## src/rtl/divisor_booth_inv.sv

```systemverilog
// Sequential signed divider, the inverse of the Booth multiplier.
// Divides a 2N-bit two's-complement dividend by an N-bit two's-complement
// divisor using restoring shift-subtract on magnitudes (one quotient bit per
// clock), then applies truncating-division sign fix-up.
//
// Ports:
//   clk       rising-edge clock
//   rst       synchronous active-high reset; aborts any operation in flight
//   start     request, sampled only while idle
//   dividend  2N-bit signed dividend, captured on the start edge
//   divisor   N-bit signed divisor, captured on the start edge
//   quot      N-bit signed quotient, held until the next result
//   rem       N-bit signed remainder (sign follows the dividend), held
//   busy      high while an operation is in flight
//   done      one-cycle pulse when quot/rem/dz/ovf are valid
//   dz        divide-by-zero flag, valid with done and held
//   ovf       quotient does not fit in N signed bits; quot/rem forced to 0
module divisor_booth_inv #(
    parameter int unsigned N = 4
) (
    input  logic             clk,
    input  logic             rst,
    input  logic             start,
    input  logic [2*N-1:0]   dividend,
    input  logic [N-1:0]     divisor,
    output logic [N-1:0]     quot,
    output logic [N-1:0]     rem,
    output logic             busy,
    output logic             done,
    output logic             dz,
    output logic             ovf
);

    localparam int unsigned W  = 2 * N;
    localparam int unsigned CW = (W > 1) ? $clog2(W) : 1;
    localparam logic [CW-1:0] LAST = CW'(W - 1);
    localparam logic [W-1:0]  ONE  = W'(1);
    // 2^(N-1): the largest quotient magnitude a negative result may have.
    localparam logic [W-1:0]  QLIM = ONE << (N - 1);

    typedef enum logic [1:0] {StIdle, StCalc, StFix} state_e;

    state_e         state_q, state_d;
    logic [CW-1:0]  cnt_q, cnt_d;
    logic [N-1:0]   pr_q, pr_d;        // partial remainder, always < |divisor|
    logic [W-1:0]   a_q, a_d;          // dividend magnitude, becomes quotient magnitude
    logic [N-1:0]   dmag_q, dmag_d;    // |divisor|, up to 2^(N-1) unsigned
    logic           qsign_q, qsign_d;
    logic           rsign_q, rsign_d;
    logic           dzsel_q, dzsel_d;
    logic [N-1:0]   quot_q, quot_d;
    logic [N-1:0]   rem_q, rem_d;
    logic           busy_q, busy_d;
    logic           done_q, done_d;
    logic           dz_q, dz_d;
    logic           ovf_q, ovf_d;

    logic [N:0]     shifted;
    logic           keep;
    logic           qovf;

    always_comb begin
        state_d = state_q;
        cnt_d   = cnt_q;
        pr_d    = pr_q;
        a_d     = a_q;
        dmag_d  = dmag_q;
        qsign_d = qsign_q;
        rsign_d = rsign_q;
        dzsel_d = dzsel_q;
        quot_d  = quot_q;
        rem_d   = rem_q;
        busy_d  = busy_q;
        done_d  = 1'b0;
        dz_d    = dz_q;
        ovf_d   = ovf_q;

        shifted = {pr_q, a_q[W-1]};
        keep    = (shifted >= {1'b0, dmag_q});
        // A negative quotient may reach -2^(N-1); a positive one only 2^(N-1)-1.
        qovf    = qsign_q ? (a_q > QLIM) : (a_q >= QLIM);

        unique case (state_q)
            StIdle: begin
                if (start) begin
                    busy_d  = 1'b1;
                    cnt_d   = '0;
                    pr_d    = '0;
                    qsign_d = dividend[W-1] ^ divisor[N-1];
                    rsign_d = dividend[W-1];
                    // Negating the most negative value yields the same bit
                    // pattern, which read as unsigned is the correct magnitude.
                    a_d     = dividend[W-1] ? (~dividend + 1'b1) : dividend;
                    dmag_d  = divisor[N-1] ? (~divisor + 1'b1) : divisor;
                    if (divisor == '0) begin
                        dzsel_d = 1'b1;
                        state_d = StFix;
                    end else begin
                        dzsel_d = 1'b0;
                        state_d = StCalc;
                    end
                end
            end
            StCalc: begin
                pr_d  = keep ? N'(shifted - {1'b0, dmag_q}) : shifted[N-1:0];
                a_d   = {a_q[W-2:0], keep};
                cnt_d = cnt_q + 1'b1;
                if (cnt_q == LAST) begin
                    state_d = StFix;
                end
            end
            StFix: begin
                done_d  = 1'b1;
                busy_d  = 1'b0;
                state_d = StIdle;
                if (dzsel_q) begin
                    quot_d = '0;
                    rem_d  = '0;
                    dz_d   = 1'b1;
                    ovf_d  = 1'b0;
                end else if (qovf) begin
                    quot_d = '0;
                    rem_d  = '0;
                    dz_d   = 1'b0;
                    ovf_d  = 1'b1;
                end else begin
                    // Low N bits of a negation depend only on the low N bits.
                    quot_d = qsign_q ? (~a_q[N-1:0] + 1'b1) : a_q[N-1:0];
                    rem_d  = rsign_q ? (~pr_q + 1'b1) : pr_q;
                    dz_d   = 1'b0;
                    ovf_d  = 1'b0;
                end
            end
            default: state_d = StIdle;
        endcase
    end

    always_ff @(posedge clk) begin
        if (rst) begin
            state_q <= StIdle;
            cnt_q   <= '0;
            pr_q    <= '0;
            a_q     <= '0;
            dmag_q  <= '0;
            qsign_q <= 1'b0;
            rsign_q <= 1'b0;
            dzsel_q <= 1'b0;
            quot_q  <= '0;
            rem_q   <= '0;
            busy_q  <= 1'b0;
            done_q  <= 1'b0;
            dz_q    <= 1'b0;
            ovf_q   <= 1'b0;
        end else begin
            state_q <= state_d;
            cnt_q   <= cnt_d;
            pr_q    <= pr_d;
            a_q     <= a_d;
            dmag_q  <= dmag_d;
            qsign_q <= qsign_d;
            rsign_q <= rsign_d;
            dzsel_q <= dzsel_d;
            quot_q  <= quot_d;
            rem_q   <= rem_d;
            busy_q  <= busy_d;
            done_q  <= done_d;
            dz_q    <= dz_d;
            ovf_q   <= ovf_d;
        end
    end

    assign quot = quot_q;
    assign rem  = rem_q;
    assign busy = busy_q;
    assign done = done_q;
    assign dz   = dz_q;
    assign ovf  = ovf_q;

endmodule

```

## config.mk

```make
export PLATFORM = sky130hd
export DESIGN_NAME = divisor_booth_inv
export DESIGN_NICKNAME = d
export VERILOG_FILES = /design/src/rtl/divisor_booth_inv.sv
export SDC_FILE = /design/constraint.sdc
export NUM_CORES = 1
export LEC_CHECK = 0
export BUFFER_PORTS_ARGS = -buffer_cell sky130_fd_sc_hd__buf_2
export CORE_ASPECT_RATIO = 1.25
export CORE_MARGIN = 2
export CORE_UTILIZATION = 35
export CTS_BUF_LIST = sky130_fd_sc_hd__clkbuf_4 sky130_fd_sc_hd__clkbuf_8
export CTS_CLUSTER_DIAMETER = 60
export DETAILED_ROUTE_END_ITERATION = 10
export PLACE_DENSITY = 0.52
export SYNTH_ARGS = -nofsm -noshare
export SYNTH_HDL_FRONTEND = slang
export SYNTH_SLANG_ARGS = --single-unit
export TNS_END_PERCENT = 100
```

## constraint.sdc

```tcl
create_clock -name clk -period 2.1 [get_ports clk]
set_clock_uncertainty 0.15 [all_clocks]
set_input_delay 0.21 -clock clk [delete_from_list [all_inputs] [get_ports clk]]
set_output_delay 0.21 -clock clk [all_outputs]
set_load 0.02 [all_outputs]
```

==> flow_summary.json <==
{
  "combPwrFrac_pct": 19.9,
  "r2r-end": "pr_q[0]",
  "slew_headroom_pct": 65.9,
  "n_antenna_cell": 0,
  "vias_per_cell": 5.20,
  "post_synth_fa_ha_maj_area_fraction_pct": 7.68,
  "hold_violations": 0,
  "grt_pass1_vias": 1506,
  "hp-class": "in -> reg",
  "status": "completed",
  "synthSimpleGateAreaFrac_pct": 20.7,
  "synth_area_leader_cell": "dfxtp_1",
  "ctsResizeCount": 0,
  "path_class": "reg -> reg",
  "synthArstFlopShare_pct": 0,
  "path_clk_slew_ns": 0.07,
  "yosys-top-cells-area": "dfxtp_1 38%, ha_1 6.6%, a22oi_1 5.2%",
  "antenna_found_initial": 0,
  "min_from": "divisor[0]",
  "cts_made_buffers": 5,
  "p_clk_share_pct": 33.4,
  "cts_tree": "done",
  "rr_startpoint": "pr_q[1]",
  "drv_cap": 0,
  "arrival_ns": 2.00,
  "syn_nets": 246,
  "num_vias": 1639,
  "drc": 0,
  "required_ns": 2.13,
  "rrSetupSlack_ns": 0.13,
  "numPortBuffers": 26,
  "reg2reg_depth": 5,
  "wl_mm": 4.06,
  "cts.sinks": 36,
  "synth_ff_type": "dfxtp_1",
  "avgSynthCellArea_um2": 8.59,
  "clockBufferDepth": 2,
  "leakage_nw": 0.900,
  "tightest_slew_ns": 0.512,
  "fin_util_pct": 42.9,
  "postCtsSetupRepairBufs": 0,
  "core_um2": 5150,
  "switching_share_pct": 28.5,
  "detail_route.wl_per_cell_um": 12.9,
  "synth_xor_area_share_pct": 4.64,
  "root_buffer": "clkbuf_8",
  "yosysSeqAreaShare_pct": 38.1,
  "dr.pass1.iters": 4,
  "synth_top_family_by_area": "compound AO/OA/AOI/OAI gates",
  "overflow": 0,
  "path_max_fanout": 8,
  "grt_usage_pct": 14.8,
  "area_delta_synth_final_pct": 17.1,
  "fp-row-count": 29,
  "drive_above_1_share_pct": 18.6,
  "ys.warnings.count": 0,
  "synth_cell_types": 43,
  "fillCellCount": 533,
  "finalSetupViolations": 0,
  "cp-endpoint": "pr_q[0]",
  "tns_ns": 0,
  "synth_edf_count": 0,
  "grt_pass1_wl_mm": 7.09,
  "rsz0062_at_grt": "false",
  "synth_common_cells": "36 x dfxtp_1, 26 x nor2_1, 18 x nand2_1, 16 x a21oi_1, 14 x inv_1",
  "fmax_mhz": 508,
  "internal-power_w": 0.00115,
  "dp_hpwl_mm": 3.03,
  "grt_max_degree": 26,
  "netlist.area_leader.share_pct": 38.1,
  "slew_viol_final": 0,
  "critPathLaunchType": "flop",
  "ir_worst_vdd_mv": 0.354,
  "power_density_nw_per_um2": 727,
  "crit_start": "pr_q[1]",
  "ios": 27,
  "die-area_um2": 6010,
  "fin_cells": 315,
  "initial_utilization_pct": 36.7,
  "place_congestion": 0.841,
  "seq_power_share_pct": 46.7,
  "drtIter0Drc": 66,
  "finalNetCount": 279,
  "p_sw_w": 0.000458,
  "cts-hold-fix-buffers": 0,
  "dp_cells": 308,
  "synth.mux.area_fraction_pct": 1.06,
  "die_w_um": 69.7,
  "yosys.cell_count.top_type": "dfxtp_1",
  "final_antenna_net_count": 0,
  "clk_latency_ns": 0.29,
  "synth.cell_area_um2": 1890,
  "cp-end-kind": "flop",
  "synth.ff_latch_count": 36,
  "synth_compound_area_share_pct": 22.4,
  "die_h_um": 86.1,
  "htreeDepth": 2,
  "period_share_pct": 93.7,
  "synthCells": 220,
  "min_period_ns": 1.97
}
[flip-flops by register name (all words and copies together), names as in the netlist]
signal / cells
done: 1
state_q: 2
pr_q: 4
cnt_q: 3
quot: 4
rsign_q: 1
qsign_q: 1
ovf: 1
busy: 1
dmag_q: 4
rem: 4
dzsel_q: 1
a_q: 8
dz: 1
[power groups by stage]
| stage | Clock, W | Sequential [W] | Combinational, W |
|---|---|---|---|
| after floorplan | 0 | 0.000763 | 0.000229 |
| after global placement | 0 | 0.000766 | 0.000324 |
| after detailed placement | 0 | 0.000766 | 0.000323 |
| after CTS | 0.000557 | 0.000750 | 0.000325 |
| after global routing | 0.000578 | 0.000756 | 0.000368 |
| final | 0.000538 | 0.000751 | 0.000320 |
[through the flow]
step	hold slack (ns)	instance area (um^2)	setup slack [ns]	power (W)
floorplan	0.196	1890	0.260	0.000993
global placement	0.291	2120	0.186	0.00109
detailed placement	0.297	2120	0.164	0.00109
CTS	0.0230	2210	0.143	0.00163
global route	0.0547	2210	0.00476	0.00170
finish	0.0325	2210	0.132	0.00161
[cell usage in the layout (no fill, tap or decap), types with 3 or more instances in the layout]
| cell | count |
|---|---|
| buf_2 | 26 |
| nand3_1 | 3 |
| nor2b_1 | 4 |
| a21oi_1 | 16 |
| clkbuf_8 | 7 |
| o31ai_1 | 4 |
| a211oi_1 | 3 |
| buf_4 | 9 |
| nand2_1 | 18 |
| inv_1 | 14 |
| or3_1 | 3 |
| nand2b_1 | 7 |
| o21ai_0 | 9 |
| ha_1 | 10 |
| dfxtp_1 | 36 |
| xnor2_1 | 10 |
| a22oi_1 | 13 |
| a222oi_1 | 3 |
| nor2_1 | 26 |
| nor3_1 | 4 |
[worst min-delay path by stage]
stage / endpoint / cells after the start / slack (ns)
after floorplan: dmag_q[0] / 2 / 0.20
after global placement: dmag_q[3] / 2 / 0.29
after detailed placement: ovf / 2 / 0.30
after CTS: dmag_q[0] / 3 / 0.02
after global routing: dmag_q[0] / 3 / 0.05
final: dmag_q[0] / 3 / 0.03
[critical path, cell delays in order, from the launching register on]
cell and delay, ns:
dfxtp_1 0.35, ha_1 0.36, o21ai_0 0.18, a21oi_1 0.13, or3_2 0.44, a32o_1 0.25
[cell type report]
| cell class | count | area (um^2) | area share (%) |
|---|---|---|---|
| clock buffer | 7 | 96.3 | 4.36 |
| inverter | 14 | 52.6 | 2.38 |
| multi-input combinational | 161 | 1070 | 48.2 |
| sequential | 36 | 721 | 32.6 |
| tap | 62 | 77.6 | 3.51 |
| timing repair buffer | 35 | 198 | 8.94 |
[routing by layer]
metal	vias up	global-route usage [%]	part of all wire (%)
li1	856	-	-
met5	-	0	0
met2	39	24.4	45
met4	0	6.82	1.8
met1	739	18.5	48
met3	5	3.41	5.1
[logic make-up after synthesis]
group                    count (synthesis)
AND/OR/NAND/NOR                         78
AO/OA/AOI/OAI                           60
flip-flops                              36
buffers and inverters                   23
adder cells (fa/ha/maj)                 11
XOR/XNOR                                10
multiplexers                             2
No activity file was read; power rests on OpenSTA's default activity.
